**src/rtl/mopshub_test_sequencer_if.sv**
```systemverilog
// Phase handshake between the test sequencer and the phase executor
// (data generator / emulator).
//   phase_req   : one-hot phase request, held high while the phase runs
//   phase_end   : one-hot end pulse from the executor
//   bus_id      : CAN bus currently under test
//   cur_phase   : phase index (0 trim, 1 rx, 2 tx, 3 custom)
//   endwait_all : single-cycle pulse after an RX phase completes normally
interface mopshub_test_sequencer_if;
  logic [3:0] phase_req;
  logic [3:0] phase_end;
  logic [4:0] bus_id;
  logic [1:0] cur_phase;
  logic       endwait_all;

  modport master (
    output phase_req, bus_id, cur_phase, endwait_all,
    input  phase_end
  );

  modport slave (
    input  phase_req, bus_id, cur_phase, endwait_all,
    output phase_end
  );
endinterface

```
**src/rtl/mopshub_test_sequencer.sv**
```systemverilog
// Test-phase sequencer for the MOPSHUB bench / BIST. Walks buses
// 0..n_buses-1 and on each bus runs the enabled phases in the order
// trim, rx, tx, custom, with a fixed idle gap between phases and a
// per-phase timeout.
// Ports:
//   clk, rst            : clock, asynchronous active-low reset
//   start, abort        : run request (ignored while busy), run abort
//   n_buses, phase_mask : run configuration, latched on an accepted start
//   phs                 : phase handshake (master side)
//   busy, done          : not-idle flag, end-of-run pulse
//   timeout_err,err_cnt : sticky timeout flag and saturating timeout count
//
// state    | meaning
// IDLE     | waiting for start
// SELECT   | pick lowest enabled phase at or above the pointer
// REQ      | phase requested, waiting for end or timeout
// GAP      | idle gap before the next phase
// NEXT_BUS | advance to the next bus or finish
// DONE     | one-cycle done pulse
module mopshub_test_sequencer #(
  parameter int N_BUSES     = 32,
  parameter int TIMEOUT_CYC = 65535,
  parameter int GAP_CYC     = 120
) (
  input  logic       clk,
  input  logic       rst,
  input  logic       start,
  input  logic       abort,
  input  logic [4:0] n_buses,
  input  logic [3:0] phase_mask,
  mopshub_test_sequencer_if.master phs,
  output logic       busy,
  output logic       done,
  output logic       timeout_err,
  output logic [7:0] err_cnt
);

  // One down-counter serves both the REQ timeout and the GAP length.
  localparam int TMR_MAX = (TIMEOUT_CYC > GAP_CYC) ? TIMEOUT_CYC : GAP_CYC;
  localparam int TMR_W   = $clog2(TMR_MAX + 1);
  localparam logic [TMR_W-1:0] TMO_LOAD = TMR_W'(TIMEOUT_CYC - 1);
  localparam logic [TMR_W-1:0] GAP_LOAD = TMR_W'(GAP_CYC - 1);

  typedef enum logic [2:0] {
    S_IDLE, S_SELECT, S_REQ, S_GAP, S_NEXT_BUS, S_DONE
  } state_t;

  state_t           state_q, state_d;
  logic [3:0]       mask_q;
  logic [4:0]       last_bus_q;
  logic [4:0]       bus_q;
  logic [2:0]       ptr_q;
  logic [1:0]       phase_q;
  logic [TMR_W-1:0] tmr_q;
  logic             ewa_q;

  logic [4:0] nb_clamp;
  logic [4:0] last_bus_d;
  logic       sel_found;
  logic [1:0] sel_phase;
  logic       end_hit;
  logic       tmr_zero;
  logic       start_acc;

  always_comb begin
    nb_clamp = (n_buses == 5'd0) ? 5'd1 : n_buses;
    if (int'(nb_clamp) > N_BUSES) nb_clamp = 5'(N_BUSES);
    last_bus_d = nb_clamp - 5'd1;
  end

  // Descending scan so the lowest qualifying phase is the one kept.
  always_comb begin
    sel_found = 1'b0;
    sel_phase = 2'd0;
    for (int i = 3; i >= 0; i--) begin
      if (mask_q[i] && (i >= int'(ptr_q))) begin
        sel_found = 1'b1;
        sel_phase = 2'(i);
      end
    end
  end

  assign end_hit   = phs.phase_end[phase_q];
  assign tmr_zero  = (tmr_q == '0);
  assign start_acc = (state_q == S_IDLE) && start && !abort;

  always_ff @(posedge clk or negedge rst) begin
    if (!rst) state_q <= S_IDLE;
    else      state_q <= state_d;
  end

  always_comb begin
    state_d = state_q;
    if (state_q != S_IDLE && abort) begin
      state_d = S_IDLE;
    end else begin
      case (state_q)
        S_IDLE:     if (start_acc) state_d = (phase_mask == 4'd0) ? S_DONE : S_SELECT;
        S_SELECT:   state_d = sel_found ? S_REQ : S_NEXT_BUS;
        S_REQ:      if (end_hit || tmr_zero) state_d = S_GAP;
        S_GAP:      if (tmr_zero) state_d = S_SELECT;
        S_NEXT_BUS: state_d = (bus_q == last_bus_q) ? S_DONE : S_SELECT;
        S_DONE:     state_d = S_IDLE;
        default:    state_d = S_IDLE;
      endcase
    end
  end

  always_ff @(posedge clk or negedge rst) begin
    if (!rst) begin
      mask_q      <= 4'd0;
      last_bus_q  <= 5'd0;
      bus_q       <= 5'd0;
      ptr_q       <= 3'd0;
      phase_q     <= 2'd0;
      tmr_q       <= '0;
      ewa_q       <= 1'b0;
      timeout_err <= 1'b0;
      err_cnt     <= 8'd0;
    end else begin
      ewa_q <= 1'b0;
      if (start_acc) begin
        mask_q      <= phase_mask;
        last_bus_q  <= last_bus_d;
        bus_q       <= 5'd0;
        ptr_q       <= 3'd0;
        timeout_err <= 1'b0;
        err_cnt     <= 8'd0;
      end else if (!abort) begin
        case (state_q)
          S_SELECT: begin
            if (sel_found) begin
              phase_q <= sel_phase;
              tmr_q   <= TMO_LOAD;
            end
          end
          S_REQ: begin
            // A matching end in the timeout cycle counts as a normal end.
            if (end_hit) begin
              ptr_q <= {1'b0, phase_q} + 3'd1;
              tmr_q <= GAP_LOAD;
              ewa_q <= (phase_q == 2'd1);
            end else if (tmr_zero) begin
              ptr_q       <= {1'b0, phase_q} + 3'd1;
              tmr_q       <= GAP_LOAD;
              timeout_err <= 1'b1;
              if (err_cnt != 8'hFF) err_cnt <= err_cnt + 8'd1;
            end else begin
              tmr_q <= tmr_q - TMR_W'(1);
            end
          end
          S_GAP: begin
            if (!tmr_zero) tmr_q <= tmr_q - TMR_W'(1);
          end
          S_NEXT_BUS: begin
            if (bus_q != last_bus_q) begin
              bus_q <= bus_q + 5'd1;
              ptr_q <= 3'd0;
            end
          end
          default: ;
        endcase
      end
    end
  end

  assign phs.phase_req   = (state_q == S_REQ) ? (4'b0001 << phase_q) : 4'b0000;
  assign phs.bus_id      = bus_q;
  assign phs.cur_phase   = phase_q;
  assign phs.endwait_all = ewa_q;
  assign busy            = (state_q != S_IDLE);
  assign done            = (state_q == S_DONE);

endmodule
```
**src/flat_wrapper.sv**
```systemverilog
// flat-port wrapper written by rule: the top's interface ports become plain ports
module mopshub_test_sequencer_flat 
#(
  parameter int N_BUSES     = 32,
  parameter int TIMEOUT_CYC = 65535,
  parameter int GAP_CYC     = 120
)
  (clk, rst, start, abort, n_buses, phase_mask, busy, done, timeout_err, err_cnt, phs_phase_req, phs_bus_id, phs_cur_phase, phs_endwait_all, phs_phase_end);
  mopshub_test_sequencer_if phs_i ();
  input  logic clk;
  input  logic rst;
  input  logic start;
  input  logic abort;
  input  logic [4:0] n_buses;
  input  logic [3:0] phase_mask;
  output logic busy;
  output logic done;
  output logic timeout_err;
  output logic [7:0] err_cnt;
  output wire logic [$bits(phs_i.phase_req)-1:0] phs_phase_req;
  output wire logic [$bits(phs_i.bus_id)-1:0] phs_bus_id;
  output wire logic [$bits(phs_i.cur_phase)-1:0] phs_cur_phase;
  output wire logic [$bits(phs_i.endwait_all)-1:0] phs_endwait_all;
  input wire logic [$bits(phs_i.phase_end)-1:0] phs_phase_end;
  assign phs_phase_req = phs_i.phase_req;
  assign phs_bus_id = phs_i.bus_id;
  assign phs_cur_phase = phs_i.cur_phase;
  assign phs_endwait_all = phs_i.endwait_all;
  assign phs_i.phase_end = phs_phase_end;
  mopshub_test_sequencer #(.N_BUSES(N_BUSES), .TIMEOUT_CYC(TIMEOUT_CYC), .GAP_CYC(GAP_CYC)) u_core (.clk(clk), .rst(rst), .start(start), .abort(abort), .n_buses(n_buses), .phase_mask(phase_mask), .phs(phs_i), .busy(busy), .done(done), .timeout_err(timeout_err), .err_cnt(err_cnt));
endmodule
```
**config.mk**
```make
export PLATFORM = sky130hd
export DESIGN_NAME = mopshub_test_sequencer_flat
export DESIGN_NICKNAME = d
export VERILOG_FILES = /design/src/rtl/mopshub_test_sequencer_if.sv /design/src/rtl/mopshub_test_sequencer.sv /design/src/flat_wrapper.sv
export SDC_FILE = /design/constraint.sdc
export NUM_CORES = 1
export LEC_CHECK = 0
export BUFFER_PORTS_ARGS = -buffer_cell sky130_fd_sc_hd__buf_2
export CAP_MARGIN = 20
export CORE_UTILIZATION = 35
export CTS_CLUSTER_SIZE = 12
export DETAILED_ROUTE_END_ITERATION = 10
export SETUP_SLACK_MARGIN = 0.2
export SLEW_MARGIN = 25
export SYNTH_ARGS = -nofsm -noshare
export SYNTH_HDL_FRONTEND = slang
export SYNTH_SLANG_ARGS = --single-unit
```
**constraint.sdc**
```tcl
create_clock -name clk -period 3.9 [get_ports clk]
set_clock_uncertainty 0.2 [all_clocks]
set_input_delay 0.39 -clock clk [delete_from_list [all_inputs] [get_ports clk]]
set_output_delay 0.39 -clock clk [all_outputs]
set_load 0.01 [all_outputs]
```
Word level (Yosys, flattened, before mapping)
Index checks and enable logic that the tools add are counted. Widths: inputs -> output; s select.

Add/subtract/negate cells: 5. Multiply operators: 0. Div/mod/pow operators: 0. $lt $le $gt $ge: 5. Eq/ne operators: 18. Shifts and indexed selects: 1. Multiplexer cells: 50. Bitwise operators: 2. Reductions and logical operators: 28.

Operators with widths (number): $mux 16 (4); $mux 8 (6); $pmux 16 s3 (1); $mux 3 (12); $mux 5 (5); $logic_not 16->1 (1); $sub 16x1->16 const B (1); $pmux 3 s5 (1); $mux 1 (14); $reduce_and 4->1 (3); $reduce_and 5->1 (2); $reduce_bool 2->1 (5); $ne 3x1->1 const B (3); $reduce_bool 3->1 (3); $add 8x1->8 const B (1); $mux 2 (4); $ne 8x8->1 const B (1); $logic_and 1x1->1 (7); $eq 3x2->1 const B (2); $eq 3x3->1 const B (2); $ge 1x3->1 const A (2); $ge 2x3->1 const A (2); $pmux 3 s2 (1); $reduce_and 3->1 (2); 21 further kinds (24).

Bits in registers: 48. Latch bits: 0. RAM bits: 0. Memory bits (read-only): 0. Input bits: 17. Output and inout port bits: 23. Logic and storage cells: 119. Memories: 0.

Depth between registers and ports, before layout
Gate-level depths: netlist of the first run.

Word-level depth: 9. Gate-level depth with buffers: 9. Depth with buffers taken out: 7.

Least setup slack after synthesis of the first run
No wires, ideal clock.

Kind: flip-flop to flip-flop. From: register u_core.tmr_q[0]. To: register u_core.tmr_q[8]. Library setup time: 0.121 ns. Arrival: 2.140 ns. Data required time: 3.579 ns. Setup slack: 1.439 ns. Stages on the path, launching flop included: 10. Path buffers: 2. Period minus slack after synthesis: 2.461 ns. Path through: dfrtp_1 -> inv_1 -> ha_1 -> nor3b_1 -> and4_1 -> a31oi_2 -> or2_1 -> clkbuf_1 -> buf_2 -> a22o_1.

Cells in the longest elaborated chain, start to end: 4. Elaborated cells between the ends (all ways): 8. Those cells by class: add/sub: 1; eq/ne: 1; mux: 4; reduce/logical: 2.

RTL lines: start, declared (line mopshub_test_sequencer.sv:54) `logic [TMR_W-1:0] tmr_q;`; start signal, assigned (line mopshub_test_sequencer.sv:149) `tmr_q <= tmr_q - TMR_W'(1);`; start signal, assigned (line mopshub_test_sequencer.sv:153) `if (!tmr_zero) tmr_q <= tmr_q - TMR_W'(1);`; $sub 16x1->16 / $logic_not 16->1 (equally long branches) (line mopshub_test_sequencer.sv:149, mopshub_test_sequencer.sv:153, mopshub_test_sequencer.sv:84); $mux 16 (line mopshub_test_sequencer.sv:143) `end else if (tmr_zero) begin`; $mux 16 (line mopshub_test_sequencer.sv:139) `if (end_hit) begin`; $pmux 16 s3 (line mopshub_test_sequencer.sv:130) `case (state_q)`.

Parallel ways exist; a longest one is shown, timed or not. The select of a mux whose other input is x is not followed. A chain may end at the register's enable or synchronous reset.

Final worst setup path of the first run
From: register u_core.tmr_q[0]. To: register u_core.tmr_q[14].

The elaborated chain is that of the path after synthesis.

==> flow_summary.json, run 1 <==
{
  "clkLatencyLatePin_ns": 0.31,
  "fin_setup_tns_ns": 0,
  "synth_simple_gate_area_share_pct": 24.1,
  "coreArea_sq_um": 7890,
  "leakage_nw": 1.43,
  "gr-usage-met3_pct": 3.66,
  "grt_first_pass_wirelength_um": 11900,
  "port_buffers": 39,
  "first_global_vias": 2359,
  "power_density_nw_per_um2": 637,
  "path_max_fanout": 16,
  "max_freq_ghz": 0.326,
  "worst_ep_arrival_time_ns": 3.06,
  "ys_seq_elements": 48,
  "post_cts_buffers": 0,
  "routed_wl_um": 6930,
  "drv_slew": 0,
  "clockRootBuffer": "clkbuf_8",
  "synthCells": 312,
  "critPathRequiredTime_ns": 3.89,
  "synth_area_leaders": "dfrtp_1 (41%), nand2_1 (4.9%), ha_1 (3.4%), nor2_1 (3.1%), o21ai_0 (2.6%)",
  "yosys-top-cells-count": "dfrtp_1 (48), nand2_1 (38), nor2_1 (24)",
  "cts_hold_buf": 0,
  "synth_area_sq_um": 2910,
  "fin_area_sq_um": 3310,
  "tightest_slew_ns": 0.801,
  "end_kind": "register",
  "dp_hpwl_um": 4930,
  "fill_cells": 772,
  "vdd_ir_drop_max_uv": 253,
  "syn_nets": 337,
  "grt_overflow": 0,
  "area_delta_synth_final_pct": 13.7,
  "fin_cells": 450,
  "hold_class": "in2async",
  "timing.critical_path.cells": "inv_1, ha_1, nor3b_1, and4_1, a31oi_2, or2_1, a221o_1",
  "grt_use_met1_pct": 24.7,
  "final-hold-violation-count": 37,
  "fin_crit_ns": 3.07,
  "clk_pin_slew_ns": 0.09,
  "cts_buffers": 5,
  "power_mw": 2.11,
  "fin_ws_ns": 0.832,
  "synth.top_cell.area_share_pct": 41.3,
  "cts_sinks": 48,
  "async_flop_share_pct": 100,
  "dp_cells": 442,
  "multi_input_area_sq_um": 1600,
  "grt_max_degree": 49,
  "grt_usage_pct": 17.3,
  "wl_per_cell_um": 15.4,
  "start_util_pct": 36.9,
  "ys_seq_area_share_pct": 41.3,
  "synth_top_area_cell": "dfrtp_1",
  "rsz0062_at_grt": "no",
  "synthAdderAreaFrac_pct": 3.44,
  "firstDrtPassIters": 4,
  "htreeDepth": 2,
  "clockBufferDepth": 2,
  "gp_congestion": 0.804,
  "yosys.cell_types.count": 62,
  "muxShareOfSynthArea_pct": 3.27,
  "final_nets": 372,
  "drtIter0Drc": 187,
  "relSlewSlack_pct": 46.6,
  "drive_gt1_share_pct": 20.4,
  "place_area_sq_um": 3190,
  "violations": "hold timing",
  "drtAntennaViolNets": 0,
  "io_pins": 40,
  "globalRoute.busiestLayer": "met2",
  "setup_violations": 0,
  "cts_tree": "built",
  "die_h_um": 93.2,
  "grt_util_met2_pct": 27.0,
  "synth_xor_area_share_pct": 3.61,
  "outcome": "finished with violations",
  "viasPerCell": 5.61,
  "die_w_um": 93.2,
  "synth_edf_count": 0,
  "synth_top_family_by_area": "simple AND/OR/NAND/NOR gates",
  "fin_hold_ws_ns": -0.0190,
  "synthMostInstantiatedCell": "dfrtp_1",
  "start_kind": "register",
  "crit_slowest_cell": "or2_1",
  "yosys_warnings": 0,
  "grt_antenna_before_repair": 0,
  "max-cap-violations": 0,
  "design.die.area_sq_um": 8680,
  "pre_cts_slack_ns": 0.918,
  "cpPeakStageDelay_ns": 0.56,
  "synth_compound_area_share_pct": 20.4,
  "syn_avg_cell_area_sq_um": 9.32,
  "seq_area_sq_um": 1200,
  "via_count": 2525,
  "fin_crit_sh_pct": 78.7,
  "synth-main-ff-cell": "dfrtp_1",
  "drc_errors": 0,
  "ctsResizeCount": 0,
  "crit_type": "reg2reg",
  "antenna_cells": 0,
  "num_rows": 32
}
## per-stage QoR
step                      hold slack, ns  utilization (%)
after floorplan                   -0.106                -
after global placement             0.260             40.5
after detailed placement           0.263             40.5
after CTS                        0.00433             41.9
after global routing              0.0340             41.9
final                            -0.0190             41.9
## where the power goes
group / internal, mW / leakage (nW) / total [mW] / switching, mW
Sequential: 0.664 / 0.594 / 0.862 / 0.198
Clock: 0.193 / 0.0583 / 0.371 / 0.177
Combinational: 0.364 / 0.777 / 0.873 / 0.510
Total: 1.22 / 1.43 / 2.11 / 0.885
## area by class of cell
| cell class | instances | share of cell area (%) |
|---|---|---|
| clock buffer | 5 | 2.08 |
| clock inverter | 3 | 1.44 |
| inverter | 11 | 1.25 |
| multi-input combinational | 238 | 48.2 |
| sequential | 48 | 36.3 |
| tap | 102 | 3.86 |
| timing repair buffer | 43 | 6.81 |
## cell usage in the layout (no fill, tap or decap), types with 5 or more instances in the layout
master / n
nor3b_1: 5
clkbuf_8: 5
nand3_1: 5
xnor2_1: 6
a21oi_1: 10
ha_1: 8
or4_1: 8
o31ai_1: 7
mux2i_1: 5
buf_2: 39
xor2_1: 6
nor3_1: 10
inv_1: 11
dfrtp_1: 48
o21ai_0: 15
a22o_1: 8
o22ai_1: 6
or3_1: 6
a31oi_1: 5
nand2_1: 38
nor2_1: 24
## per-layer routing
layer	up-vias	routed length, um
li1	1227	-
met2	55	3290
met4	0	51
met5	-	0
met3	5	284
met1	1238	3300
## logic make-up after synthesis
logic type,count (synthesis)
and+or+nand+nor,129
xor gates and xnor gates,12
muxes,8
buffers and inverters,26
DFF,48
adders and majority gates,8
AOI/OAI and AO/OA,81
## critical path, delay by kind of cell (launching register included)
kind / cells / cell delay [ns]
buffers and inverters: 1 / 0.09
AND/OR/NAND/NOR: 3 / 1.31
flip-flops: 1 / 0.42
AO/OA/AOI/OAI: 2 / 0.74
adder cells (fa/ha/maj): 1 / 0.19
## sequential cells by signal, indices dropped and copies added, names as in the netlist
signal	cells
u_core.phs.endwait_all	1
u_core.phs.bus_id	5
u_core.err_cnt	8
u_core.last_bus_q	5
u_core.mask_q	4
u_core.tmr_q	16
u_core.phs.cur_phase	2
u_core.timeout_err	1
u_core.ptr_q	3
u_core.state_q	3
## path summary, 6_finish.rpt
path | from | endpoint | slack (ns) | cells past startpoint
worst min-delay path | rst | u_core.tmr_q[9] | -0.02 | 2
worst max-delay path | u_core.tmr_q[0] | u_core.tmr_q[14] | 0.83 | 7
worst max register to register | u_core.tmr_q[0] | u_core.tmr_q[14] | 0.83 | 7
worst min register to register | u_core.mask_q[2] | u_core.mask_q[2] | 0.29 | 2
max in group asynchronous | rst | u_core.last_bus_q[2] | 3.10 | 2
min in group clk | phase_mask[1] | u_core.mask_q[1] | 0.09 | 3
Note: power is estimated with default switching activity, not from simulation.
==> inputs of run 2 (changes only) <==
==> constraint.sdc (replaced) <==
create_clock -name clk -period 2.5 [get_ports clk]
set_clock_uncertainty 0.2 [all_clocks]
set_input_delay 0.25 -clock clk [delete_from_list [all_inputs] [get_ports clk]]
set_output_delay 0.25 -clock clk [all_outputs]
set_load 0.01 [all_outputs]
==> run 2 against run 1 <==
Effect of this change:
- the flow now finishes without violations
- critical path type unchanged
- total power rose by 86%
- via count rose by 6.4%
- largest cell class unchanged
- combinational power rose by 110%
- setup slack got worse by 0.70 ns
- non-clock buffer count rose by 43
- clock-buffer cell count did not move
- critical path depth did not move
- routed wire length rose by 10%
- clock power rose by 110%
- sequential share of layout area fell by 5.1 points
- highest routed layer unchanged
- global-route usage rose by 0.53 points
==> flow_summary.json, run 2 (synthesis gave the netlist of run 1 again) <==
{
  "rsz0062_at_grt": "yes",
  "fin_crit_sh_pct": 94.5,
  "multi_input_area_sq_um": 1720,
  "antenna_cells": 0,
  "power_mw": 3.91,
  "viasPerCell": 5.45,
  "wl_per_cell_um": 15.5,
  "fin_setup_tns_ns": 0,
  "firstDrtPassIters": 4,
  "timing.critical_path.cells": "inv_2, ha_4, or3b_4, nor4b_4, nand4b_1, or4_1, a21oi_1",
  "port_buffers": 39,
  "fin_crit_ns": 2.36,
  "clockRootBuffer": "clkbuf_8",
  "cts_tree": "built",
  "r2r_cells": 7,
  "die_h_um": 93.2,
  "fill_cells": 741,
  "path_depth": 7,
  "via_count": 2687,
  "dp_cells": 462,
  "largest_reg_flops": 16,
  "fin_cells": 493,
  "post-route-util_pct": 48.9,
  "fin_area_sq_um": 3860,
  "grt_usage_pct": 17.8,
  "end_kind": "register",
  "worst_ep_arrival_time_ns": 2.39,
  "rrSetupSlack_ns": 0.14,
  "seq_area_sq_um": 1200,
  "cts_buffers": 5,
  "clk_pin_slew_ns": 0.10,
  "r2r_start": "u_core.tmr_q[0]",
  "clockBufferDepth": 2,
  "routed_wl_um": 7650,
  "startpoint": "u_core.tmr_q[0]",
  "crit_type": "reg2reg",
  "power_density_nw_per_um2": 1010,
  "die_w_um": 93.2,
  "outcome": "finished clean",
  "final_nets": 415,
  "final_cell_mix": "dfrtp_1 (45), buf_2 (39), nand2_1 (37)",
  "crit_family": "simple AND/OR/NAND/NOR gates",
  "grt_first_pass_wirelength_um": 12300,
  "design.die.area_sq_um": 8680,
  "cp_num_buf_inv": 1,
  "cpPeakStageDelay_ns": 0.50,
  "drtIter0Drc": 166,
  "holdPathStages": 4,
  "cp-endpoint": "u_core.err_cnt[7]",
  "first_global_vias": 2515,
  "tightest_slew_ns": 0.604,
  "start_kind": "register",
  "cts_sinks": 48,
  "max_freq_ghz": 0.423,
  "final-hold-violation-count": 0,
  "max-cap-violations": 0,
  "largest-register": "u_core.tmr_q",
  "crit_slowest_cell": "or4_1",
  "dp_hpwl_um": 5330,
  "gp_congestion": 0.852,
  "drc_errors": 0,
  "hold_class": "in2reg",
  "worstReg2RegEnd": "u_core.err_cnt[7]",
  "area_delta_synth_final_pct": 32.6,
  "io_pins": 40,
  "drive_gt1_share_pct": 32.7,
  "drtAntennaViolNets": 0,
  "grt_antenna_before_repair": 0,
  "grt_max_degree": 26,
  "final_common_cell": "dfrtp_1",
  "num_rows": 32,
  "setup_violations": 0,
  "start_util_pct": 36.9,
  "vdd_ir_drop_max_uv": 492,
  "coreArea_sq_um": 7890,
  "relSlewSlack_pct": 58.7,
  "grt_overflow": 0,
  "drv_slew": 0,
  "path_max_fanout": 4,
  "clkLatencyLatePin_ns": 0.30,
  "leakage_nw": 1.70,
  "place_area_sq_um": 3380,
  "reg_top3": "u_core.tmr_q x16, u_core.err_cnt x8",
  "htreeDepth": 2,
  "critPathRequiredTime_ns": 2.53
}
[run 2: changes by cell type in the layout (fill, tap and decap cells not counted), moves of 4 or more]
cell,change
dlygate4sd3_1,+5
buf_6,+5
or3_4,+4
buf_4,+31
[run 2: metrics by stage]
step / setup WS [ns] / hold slack (ns)
6_report: 0.137 / 0.00331
5_1_grt: 0.0397 / 0.0326
4_1_cts: 0.131 / 0.00190
3_5_place_dp: 0.0217 / 0.111
3_3_place_gp: 0.116 / 0.109
2_1_floorplan: 0.191 / -0.246
[run 2: final cells by class]
cell class                 count  share of cell area, %
clock inverter                 3                   2.34
multi-input combinational    238                   44.6
sequential                    48                   31.2
tap                          102                   3.31
inverter                      11                   1.07
timing repair buffer          86                   15.7
clock buffer                   5                   1.78
[run 2: worst reg2reg max path, delay by kind of cell (launching register included)]
family / cells / cell delay, ns
and+or+nand+nor: 4 / 1.30
DFF: 1 / 0.41
buffers and inverters: 1 / 0.09
adders and majority gates: 1 / 0.14
AOI/OAI and AO/OA: 1 / 0.15
[run 2: how the worst min path moves through the flow]
| stage | from | endpoint |
|---|---|---|
| final | n_buses[0] | u_core.last_bus_q[0] |
| after global routing | n_buses[0] | u_core.last_bus_q[0] |
| after CTS | n_buses[0] | u_core.last_bus_q[0] |
| after detailed placement | rst | u_core.tmr_q[11] |
| after global placement | rst | u_core.tmr_q[12] |
| after floorplan | rst | u_core.err_cnt[0] |
[run 2: per-layer routing]
layer / GRT usage, % / routed length (um)
met1: 24.8 / 3640
met2: 28.9 / 3680
met3: 3.01 / 283
met4: 4.10 / 52
met5: 0 / 0
[run 2: power breakdown]
group / internal, mW / leakage [nW] / total (mW) / switching (mW)
Combinational: 0.857 / 1.03 / 1.80 / 0.946
Sequential: 1.04 / 0.592 / 1.33 / 0.284
Clock: 0.500 / 0.0784 / 0.780 / 0.280
Total: 2.40 / 1.70 / 3.91 / 1.51
[run 2: what timing repair did]
action,CTS,global route
gates cloned,0,1
gates resized for setup,10,19
hold endpoints to repair,27,0
setup buffers,3,14
hold buffers,5,0
endpoints found under the setup margin,20,23
pin swaps,5,12
==> inputs of run 3 (changes only) <==
--- a/config.mk
+++ b/config.mk
@@ -10,6 +10,7 @@
 export CORE_UTILIZATION = 35
 export CTS_CLUSTER_SIZE = 12
 export DETAILED_ROUTE_END_ITERATION = 10
+export PLACE_DENSITY = 0.57
 export SETUP_SLACK_MARGIN = 0.2
 export SLEW_MARGIN = 25
 export SYNTH_ARGS = -nofsm -noshare
==> run 3 against run 2 <==
Effect of this change:
- hold slack improved by 0.037 ns
- critical path depth did not move
- maximum frequency down 0.10%
- final area grew 0.94%
- critical path type unchanged
==> flow_summary.json, run 3 (synthesis gave the netlist of run 1 again) <==
{
  "max-cap-violations": 0,
  "worstReg2RegEnd": "u_core.err_cnt[7]",
  "dp_cells": 465,
  "r2r_cells": 7,
  "drv_slew": 0,
  "end_kind": "register",
  "fin_crit_ns": 2.37,
  "outcome": "finished clean",
  "critPathRequiredTime_ns": 2.54,
  "wl_per_cell_um": 16.4,
  "tightest_slew_ns": 0.595,
  "startpoint": "u_core.tmr_q[1]",
  "max_freq_ghz": 0.423,
  "power_mw": 3.76,
  "largest_reg_flops": 16,
  "cts_sinks": 48,
  "grt_usage_pct": 19.5,
  "clockRootBuffer": "clkbuf_8",
  "relSlewSlack_pct": 59.3,
  "final_common_cell": "dfrtp_1",
  "r2r_start": "u_core.tmr_q[1]",
  "p_int_mw": 2.16,
  "drc_errors": 0,
  "fin_crit_sh_pct": 94.6,
  "power.switching_mw": 1.60,
  "cts_buffers": 5,
  "num_rows": 32,
  "final-hold-violation-count": 0,
  "die_h_um": 93.2,
  "rsz0062_at_grt": "yes",
  "setup_violations": 0,
  "dp_hpwl_um": 5470,
  "drtIter0Drc": 120,
  "drtAntennaViolNets": 0,
  "fill_cells": 739,
  "cts_tree": "built",
  "grt_antenna_before_repair": 0,
  "worst_ep_arrival_time_ns": 2.41,
  "grt_max_degree": 23,
  "grt_first_pass_wirelength_um": 13300,
  "coreArea_sq_um": 7890,
  "fin_hold_ws_ns": 0.0404,
  "clkLatencyLatePin_ns": 0.32,
  "min_delay_worst_endpoint": "u_core.last_bus_q[2]",
  "holdPathStages": 3,
  "clkPwrFrac_pct": 12.8,
  "htreeDepth": 2,
  "reg_top3": "u_core.tmr_q x16, u_core.err_cnt x8",
  "grt_overflow": 0,
  "area_delta_synth_final_pct": 33.9,
  "viasPerCell": 5.52,
  "start_util_pct": 36.9,
  "die_w_um": 93.2,
  "antenna_cells": 0,
  "firstDrtPassIters": 4,
  "largest-register": "u_core.tmr_q",
  "rrSetupSlack_ns": 0.13,
  "leakage_nw": 1.70,
  "hp-start": "n_buses[2]",
  "final_cell_mix": "dfrtp_1 (45), buf_2 (39), buf_4 (38)",
  "pwr-share-seq_pct": 35.5,
  "drive_gt1_share_pct": 36.5,
  "routed_wl_um": 8190,
  "combPwrFrac_pct": 51.7,
  "fin_setup_tns_ns": 0,
  "swShare_pct": 42.5,
  "io_pins": 40,
  "clockBufferDepth": 2,
  "design.die.area_sq_um": 8680,
  "via_count": 2754,
  "port_buffers": 39,
  "path_max_fanout": 4,
  "crit_type": "reg2reg",
  "gp_congestion": 0.775,
  "power_density_nw_per_um2": 966,
  "fin_cells": 499,
  "final_nets": 421,
  "clk_pin_slew_ns": 0.10,
  "hold_class": "in2reg",
  "first_global_vias": 2732,
  "start_kind": "register",
  "vdd_ir_drop_max_uv": 541
}
==> run 3: stage by stage <==
step / worst slack [ns] / utilization, % / instance area, sq um
2_1_floorplan: 0.191 / - / 2940
3_3_place_gp: 0.0478 / 43.0 / 3390
3_5_place_dp: 0.00233 / 43.0 / 3390
4_1_cts: 0.148 / 46.4 / 3660
5_1_grt: 0.0322 / 49.3 / 3890
6_report: 0.134 / 49.3 / 3890
==> run 3: worst max path at each step <==
| stage | endpoint | slack (ns) | depth (start not counted) |
|---|---|---|---|
| floorplan | u_core.err_cnt[7] | 0.19 | 7 |
| global route | u_core.err_cnt[5] | 0.03 | 5 |
| CTS | u_core.err_cnt[7] | 0.15 | 7 |
| global placement | u_core.err_cnt[7] | 0.05 | 7 |
| finish | u_core.err_cnt[7] | 0.13 | 7 |
| detailed placement | u_core.err_cnt[7] | 0.002 | 7 |
==> run 3: worst max-delay path, cell delays in order (launching register included) <==
cell and delay, ns:
dfrtp_1 0.41, inv_2 0.07, ha_4 0.13, or3b_4 0.41, nor4b_4 0.23, nand4b_1 0.20
or4_1 0.51, a21oi_1 0.14
==> run 3: layer usage <==
layer | routed length [um] | global-route usage [%] | share of wire (%)
met1 | 3970 | 27.0 | 48
met2 | 3800 | 31.2 | 46
met3 | 298 | 3.33 | 3.6
met4 | 124 | 5.51 | 1.5
met5 | 0 | 0 | 0
==> run 3: layout make-up <==
cell class                 instances  area [sq um]  area share [%]
tap                              102           128            3.28
timing repair buffer              92           642            16.5
multi-input combinational        238          1790            46.0
clock buffer                       5          68.8            1.77
clock inverter                     3          18.8           0.482
inverter                          11          41.3            1.06
sequential                        48          1200            31.0
==> run 3: power by group through the flow <==
| stage | Clock [mW] | Combinational (mW) | Sequential, mW |
|---|---|---|---|
| after floorplan | 0 | 1.11 | 1.26 |
| after global placement | 0 | 1.58 | 1.32 |
| after detailed placement | 0 | 1.59 | 1.32 |
| after CTS | 0.503 | 1.68 | 1.31 |
| after global routing | 0.535 | 2.13 | 1.37 |
| final | 0.480 | 1.94 | 1.33 |
==> run 3: timing repair <==
action	4_1_cts	5_1_grt
endpoints found under the hold margin	17	0
hold buffers	6	0
setup endpoints to repair	17	34
pin swaps	9	18
gates resized for setup	11	37
buffers inserted	10	8
cloned	0	2
